<file path="config.mk">
export PLATFORM = sky130hd
export DESIGN_NAME = zoom_nni_scan
export DESIGN_NICKNAME = d
export VERILOG_FILES = /design/src/rtl/zoom_pkg.sv /design/src/rtl/zoom_map.sv /design/src/rtl/zoom_nni_scan.sv
export SDC_FILE = /design/constraint.sdc
export NUM_CORES = 1
export LEC_CHECK = 0
export ABC_AREA = 0
export BUFFER_PORTS_ARGS = -buffer_cell sky130_fd_sc_hd__buf_2
export CAP_MARGIN = 25
export CELL_PAD_IN_SITES_DETAIL_PLACEMENT = 1
export CELL_PAD_IN_SITES_GLOBAL_PLACEMENT = 1
export CORE_MARGIN = 2
export CORE_UTILIZATION = 45
export CTS_BUF_LIST = sky130_fd_sc_hd__clkbuf_2
export CTS_CLUSTER_SIZE = 16
export DETAILED_ROUTE_END_ITERATION = 8
export PLACE_DENSITY = 0.9
export SYNTH_ARGS = -nofsm -noshare
export SYNTH_HDL_FRONTEND = slang
export SYNTH_HIERARCHICAL = 1
export SYNTH_SLANG_ARGS = --single-unit
</file>
<file path="constraint.sdc">
create_clock -name clk -period 16 [get_ports clk]
set_input_delay 1.6 -clock clk [delete_from_list [all_inputs] [get_ports clk]]
set_output_delay 1.6 -clock clk [all_outputs]
set_load 0.03 [all_outputs]
</file>
<file path="src/rtl/zoom_pkg.sv">
// Shared FSM encoding and zoom-mode constants for the nearest-neighbour zoom scanner.
package zoom_pkg;

  typedef enum logic [1:0] {
    IDLE = 2'd0,
    RUN  = 2'd1,
    DONE = 2'd2
  } state_t;

  localparam logic MODE_OUT = 1'b0;  // decimate: src = dst << shift
  localparam logic MODE_IN  = 1'b1;  // replicate: src = dst >> shift

endpackage

</file>
<file path="src/rtl/zoom_map.sv">
// One-axis coordinate map: power-of-two scale, pan offset, range check, saturation.
module zoom_map
  import zoom_pkg::*;
#(
  parameter int COORD_W = 10,
  parameter int LIMIT   = 640
) (
  input  logic [COORD_W-1:0] dst,
  input  logic               mode,
  input  logic [1:0]         shift,
  input  logic [COORD_W-1:0] pan,
  output logic [COORD_W-1:0] src,
  output logic               oob
);

  localparam int IW = COORD_W + 3;  // holds dst << 3 without loss
  localparam int SW = COORD_W + 4;  // one more bit so adding pan cannot wrap

  logic [IW-1:0] scaled;
  logic [SW-1:0] sum;

  always_comb begin
    scaled = (mode == MODE_IN) ? (IW'(dst) >> shift) : (IW'(dst) << shift);
    sum    = SW'(scaled) + SW'(pan);
    oob    = (sum >= SW'(LIMIT));
    // In range means sum < LIMIT <= 2^COORD_W, so the low bits are the full value.
    src    = oob ? COORD_W'(LIMIT - 1) : sum[COORD_W-1:0];
  end

endmodule

</file>
<file path="src/rtl/zoom_nni_scan.sv">
// Destination raster scanner producing nearest-neighbour source coordinates per beat.
// Optional pan offset (pan_x/pan_y ports) is enabled by defining ZOOM_PAN_EN.
module zoom_nni_scan
  import zoom_pkg::*;
#(
  parameter int COORD_W = 10,
  parameter int SRC_W   = 640,
  parameter int SRC_H   = 480,
  parameter int DST_W   = 640,
  parameter int DST_H   = 480,
  parameter int ADDR_W  = 19
) (
  input  logic               clk,
  input  logic               reset,
  input  logic               start,
  input  logic               mode,
  input  logic [1:0]         shift,
`ifdef ZOOM_PAN_EN
  input  logic [COORD_W-1:0] pan_x,
  input  logic [COORD_W-1:0] pan_y,
`endif
  input  logic               out_ready,
  output logic               out_valid,
  output logic [COORD_W-1:0] x_dst,
  output logic [COORD_W-1:0] y_dst,
  output logic [COORD_W-1:0] x_src,
  output logic [COORD_W-1:0] y_src,
  output logic [ADDR_W-1:0]  src_addr,
  output logic               oob,
  output logic               last,
  output logic               busy,
  output logic               done
);

  state_t             state;
  logic               mode_q;
  logic [1:0]         shift_q;
  logic [COORD_W-1:0] pan_x_q, pan_y_q;
  logic [COORD_W-1:0] x_cnt, y_cnt;
  logic               x_end, at_last, fire;
  logic               oob_x, oob_y;

  assign x_end   = (x_cnt == COORD_W'(DST_W - 1));
  assign at_last = x_end && (y_cnt == COORD_W'(DST_H - 1));
  assign fire    = out_valid && out_ready;

`ifndef ZOOM_PAN_EN
  assign pan_x_q = '0;
  assign pan_y_q = '0;
`endif

  // NOTE: all state uses non-blocking assignments so every register samples pre-edge values.
  always_ff @(posedge clk) begin
    if (reset) begin
      state     <= IDLE;
      mode_q    <= MODE_OUT;
      shift_q   <= '0;
      x_cnt     <= '0;
      y_cnt     <= '0;
      out_valid <= 1'b0;
      busy      <= 1'b0;
      done      <= 1'b0;
`ifdef ZOOM_PAN_EN
      pan_x_q   <= '0;
      pan_y_q   <= '0;
`endif
    end else begin
      case (state)
        IDLE: begin
          done <= 1'b0;
          if (start) begin
            state     <= RUN;
            mode_q    <= mode;
            shift_q   <= shift;
            x_cnt     <= '0;
            y_cnt     <= '0;
            out_valid <= 1'b1;
            busy      <= 1'b1;
`ifdef ZOOM_PAN_EN
            pan_x_q   <= pan_x;
            pan_y_q   <= pan_y;
`endif
          end
        end
        RUN: begin
          if (fire) begin
            if (at_last) begin
              state     <= DONE;
              x_cnt     <= '0;
              y_cnt     <= '0;
              out_valid <= 1'b0;
              done      <= 1'b1;
            end else if (x_end) begin
              x_cnt <= '0;
              y_cnt <= y_cnt + 1'b1;
            end else begin
              x_cnt <= x_cnt + 1'b1;
            end
          end
        end
        DONE: begin
          state <= IDLE;
          done  <= 1'b0;
          busy  <= 1'b0;
        end
        default: state <= IDLE;
      endcase
    end
  end

  // Beat outputs depend only on registers, never on out_ready.
  assign x_dst = x_cnt;
  assign y_dst = y_cnt;
  assign last  = (state == RUN) && at_last;
  assign oob   = oob_x || oob_y;

  zoom_map #(.COORD_W(COORD_W), .LIMIT(SRC_W)) u_map_x (
    .dst(x_cnt), .mode(mode_q), .shift(shift_q), .pan(pan_x_q), .src(x_src), .oob(oob_x)
  );

  zoom_map #(.COORD_W(COORD_W), .LIMIT(SRC_H)) u_map_y (
    .dst(y_cnt), .mode(mode_q), .shift(shift_q), .pan(pan_y_q), .src(y_src), .oob(oob_y)
  );

  assign src_addr = ADDR_W'(y_src) * ADDR_W'(SRC_W) + ADDR_W'(x_src);

endmodule

</file>
==> out/results.md <==
| Group | Metric | Reported |
|---|---|---|
| synthesis | Yosys Warn Count | 6 |
| sta | Final Skew | 19.3 ps |
| grt | Via count of the first global-routing pass | 4393 |
| drt | Routed wirelength normalized by instance count | 16.1 um |
| job | Max-cap violation count | 0 |
| clocking | TritonCTS clock tree | done |
| pwr | Fraction of power consumed by sequential logic | 21.5% |
| pwr | Peak ir drop on the vdd network | 0.0616 mV |
| sta | Total count of hold-check failures in the final report | 0 |
| drt | Routed length on met1 | 5680 um |
| pwr | Leakage power | 2.15 nW |
| critical path | Worst reg2reg path endpoint | y_dst[9] |
| critical path | Arrival time reported for the critical path endpoint | 6170 ps |
| finish | Ratio of cells with drive above 1 in the final layout | 18.0% |
| place | I/O Buffers | 69 |
| critical path | Worst setup path startpoint | shift_q[0] |
| critical path | Crit Reg-Reg Startpoint | y_dst[0] |
| critical path | Required time at the endpoint of the critical path | 14400 ps |
| clocking | Clock slew seen by the registers of the worst setup and hold paths | 270 ps |
| critical path | Worst setup endpoint | src_addr[18] |
| critical path | Worst-case register-to-register setup slack | 13650 ps |
| sta | Relative slew margins | 37.5% |
| floorplanning | Starting Density | 45.7% |
| grt | Maximum number of pins on one net before global-route repair | 62 |
| drt | Via count | 4451 |
| critical path | Family with the most delay on the worst path | compound AO/OA/AOI/OAI gates |
| clocking | Clock latency of the later-clocked register in the worst-skew pair | 380 ps |
| sta | Setup repair after global routing missed its margin | false |
| grt | Overflow left after global routing | 0 |
| floorplanning | Vertical die dimension | 103 um |
| critical path | Path depth of the worst reg2reg path | 7 |
| drt | Final Routed Wirelength | 12300 um |
| synthesis | Share of synthesized area occupied by flip-flops and latches | 12.8% |
| place | Detailed-placement wirelength estimate | 9780 um |
| pwr | Part of the total power dissipated in combinational logic | 71.0% |
| hold path | Hold Path Class | flip-flop to flip-flop |
| finish | Filler instances | 1279 |
| critical path | Critical path startpoint category | flip-flop |
| sta | Final setup TNS | 0 ps |
| sta | Slew at the pin closest to its max-slew limit | 930 ps |
| sta | Fin crit period | 7770 ps |
| synthesis | Count of flip-flops with a built-in enable after synthesis | 0 |
| critical path | Delay of the slowest cell on the worst path | 700 ps |
| grt | Initial antenna violation count | 0 |
| critical path | Peak fanout along the critical path | 32 |
| finish | Footprint of the multi-input gates | 3670 um^2 |
| clocking | Count of instances resized after the clock tree is built | 0 |
| synthesis | Post-synthesis instance area | 4380 um^2 |
| floorplanning | Num ports | 71 |
| pwr | Switching share of total power | 54.0% |
| finish | Sequential Area | 562 um^2 |
| sta | Maximum achievable frequency | 129 MHz |
| outcome | Outcome | finished clean |
| clocking | Cts hold-fix bufs | 0 |
| pwr | Power consumption | 0.352 mW |
| drt | Detailed-routing iteration count for the pre-antenna-repair pass | 6 |
| finish | Commonest cells after routing, fill and taps aside | nand2_1, buf_2, a21oi_1 |
| drt | Mean number of vias per cell | 5.82 |
| pwr | Cell Int Power | 0.162 mW |
| critical path | Path type of the worst setup path | flip-flop to output pin |
| sta | Final setup fails | 0 |
| place | Final weighted congestion in routability-driven placement | 0.907 |
| synthesis | FF+latch count, synth | 28 |
| finish | Number of nets in the finished design | 685 |
| critical path | Critical-path top delay cell | dfxtp_2 |
| critical path | Crit end category | output pin |
| floorplanning | Std cell rows | 36 |
| pwr | Portion of total power attributed to the clock network | 7.6% |
| synthesis | Mapped Avg Cell Area | 7.75 um^2 |
| synthesis | Post-synth top flop | dfxtp_1 |
| finish | Area delta synth->final | 10.8% |
| synthesis | Proportion of synthesized flip-flops having asynchronous set or reset | 0% |
| sta | Fin crit share | 48.5% |
| drt | Met2 wire len | 6140 um |
| critical path | Buffers & Inverters on Critical Path | 2 |
| drt | Number of remaining DRC errors | 0 |
| finish | Final core utilization | 50.6% |
| critical path | Most numerous cell on the critical path | ha_1 |
| pwr | Power Density | 72.5 nW/um^2 |
| clocking | Post-CTS setup-driven buffer insertion count | 0 |
| clocking | Number of H-tree levels | 1 |
| clocking | Maximum clock insertion buffer count | 2 |
| synthesis | Mapped Cells | 566 |
| synthesis | Number of distinct library cell variants in the gate-level netlist after synthesis | 72 |
| critical path | List of cells traversed by the critical path | buf_12 > mux4_2 > mux2_2 > ha_1 > xnor2_1 > and3b_1 > a31oi_2 > nand3_1 > ha_1 > ha_1 > fa_1 > a211oi_1 > nor3b_1 > o31ai_1 > a21boi_0 > nand4_1 > xnor2_1 > buf_2 |
| sta | Number of slew-limit violations in the final report | 0 |
| floorplanning | Core area | 9590 um^2 |
| grt | Total Routing Usage GR | 23.4% |
| floorplanning | Die area | 10500 um^2 |
| drt | Routed wl met3 | 333 um |
| finish | Diodes inserted | 0 |
| floorplanning | Die Span X | 103 um |
| drt | Final antenna-violating net count | 0 |
| pwr | Power dissipated by switching net loads | 0.190 mW |
| clocking | TritonCTS buffer count | 3 |
| grt | Wire length of the first global-routing pass | 20400 um |
| drt | Initial drt markers | 136 |
| clocking | Clock tree root driver cell | clkbuf_2 |
| drt | Top layer reached by signal wires | met4 |
| critical path | Worst path depth | 18 |
| clocking | CTS sink count | 28 |
[area by class of cell]
type / count / area share, %
flip-flops and latches: 28 / 11.6
inverters: 15 / 1.16
clock buffers: 3 / 0.309
repair buffers: 72 / 7.83
clock inverters: 1 / 0.0773
multi-input cells: 513 / 75.6
well taps: 133 / 3.43
[state kept, by name, summed over array words and instances, names as in the netlist]
name,flops
done,1
y_dst,10
x_dst,10
shift_q,2
state,2
mode_q,1
out_valid,1
busy,1
[kinds of logic after synthesis]
family	share of synthesized area (%)
AO/OA/AOI/OAI	23.4
XOR/XNOR	7.39
adder cells (fa/ha/maj)	13.5
buffers and inverters	5.22
flip-flops	12.8
multiplexers	11.9
other	0.171
AND/OR/NAND/NOR	25.5
[worst reg2reg max path, cell delays in order (launching register included)]
cell and delay, ps:
dfxtp_1 550, ha_1 280, nand4_1 110, or4_4 540, o21bai_2 400, a31oi_1 80, o21ai_0 210, a21oi_1 90
[power by group through the flow]
| stage | Combinational [mW] | Clock, mW | Sequential (mW) |
|---|---|---|---|
| final | 0.250 | 0.0267 | 0.0756 |
| after global routing | 0.273 | 0.0300 | 0.0762 |
| after CTS | 0.248 | 0.0270 | 0.0769 |
| after detailed placement | 0.248 | 0 | 0.0782 |
| after global placement | 0.237 | 0 | 0.0779 |
| after floorplan | 0.194 | 0 | 0.0769 |
[how the worst min path moves through the flow]
stage,cells after the start,slack [ps],startpoint,to
6_report,2,490,busy,busy
5_1_grt,2,520,busy,busy
4_1_cts,2,500,busy,busy
3_5_place_dp,2,460,busy,busy
3_3_place_gp,2,460,busy,busy
2_1_floorplan,2,470,mode_q,mode_q
[cell usage after synthesis, types with 5 or more instances]
| master | number | area (um^2) |
|---|---|---|
| nand3b_1 | 14 | 105 |
| xor2_1 | 19 | 166 |
| nor3_1 | 8 | 40.0 |
| inv_1 | 14 | 52.6 |
| a21o_1 | 15 | 113 |
| nand2b_1 | 10 | 62.6 |
| xnor2_1 | 18 | 158 |
| buf_4 | 10 | 75.1 |
| mux4_2 | 11 | 248 |
| a21oi_1 | 44 | 220 |
| nor2_1 | 40 | 150 |
| clkbuf_1 | 12 | 45.0 |
| ha_1 | 41 | 513 |
| mux2i_1 | 17 | 170 |
| mux2_2 | 8 | 90.1 |
| nand3_1 | 21 | 105 |
| o211ai_1 | 6 | 45.0 |
| and3_1 | 12 | 75.1 |
| a31oi_1 | 5 | 31.3 |
| dfxtp_1 | 28 | 561 |
| nor2b_1 | 8 | 50.1 |
| a211oi_1 | 12 | 90.1 |
| o21ai_0 | 29 | 145 |
| nand4_1 | 8 | 50.1 |
| nand2_1 | 69 | 259 |
[layer usage]
layer  vias up  GRT usage, %
met1      2160          30.0
met2        76          43.7
li1       2201             -
met4         0          4.00
met5         -             0
met3        14          1.42
[through the flow]
step / worst slack (ps) / std cells / hold slack (ps) / instance area [um^2]
5_1_grt: 7890 / 765 / 520 / 4860
4_1_cts: 8040 / 764 / 497 / 4840
2_1_floorplan: 8720 / 587 / 471 / 4460
3_3_place_gp: 8800 / 760 / 456 / 4820
3_5_place_dp: 8490 / 760 / 463 / 4820
6_report: 8230 / 765 / 494 / 4860
Note: power is estimated with default switching activity, not from simulation.
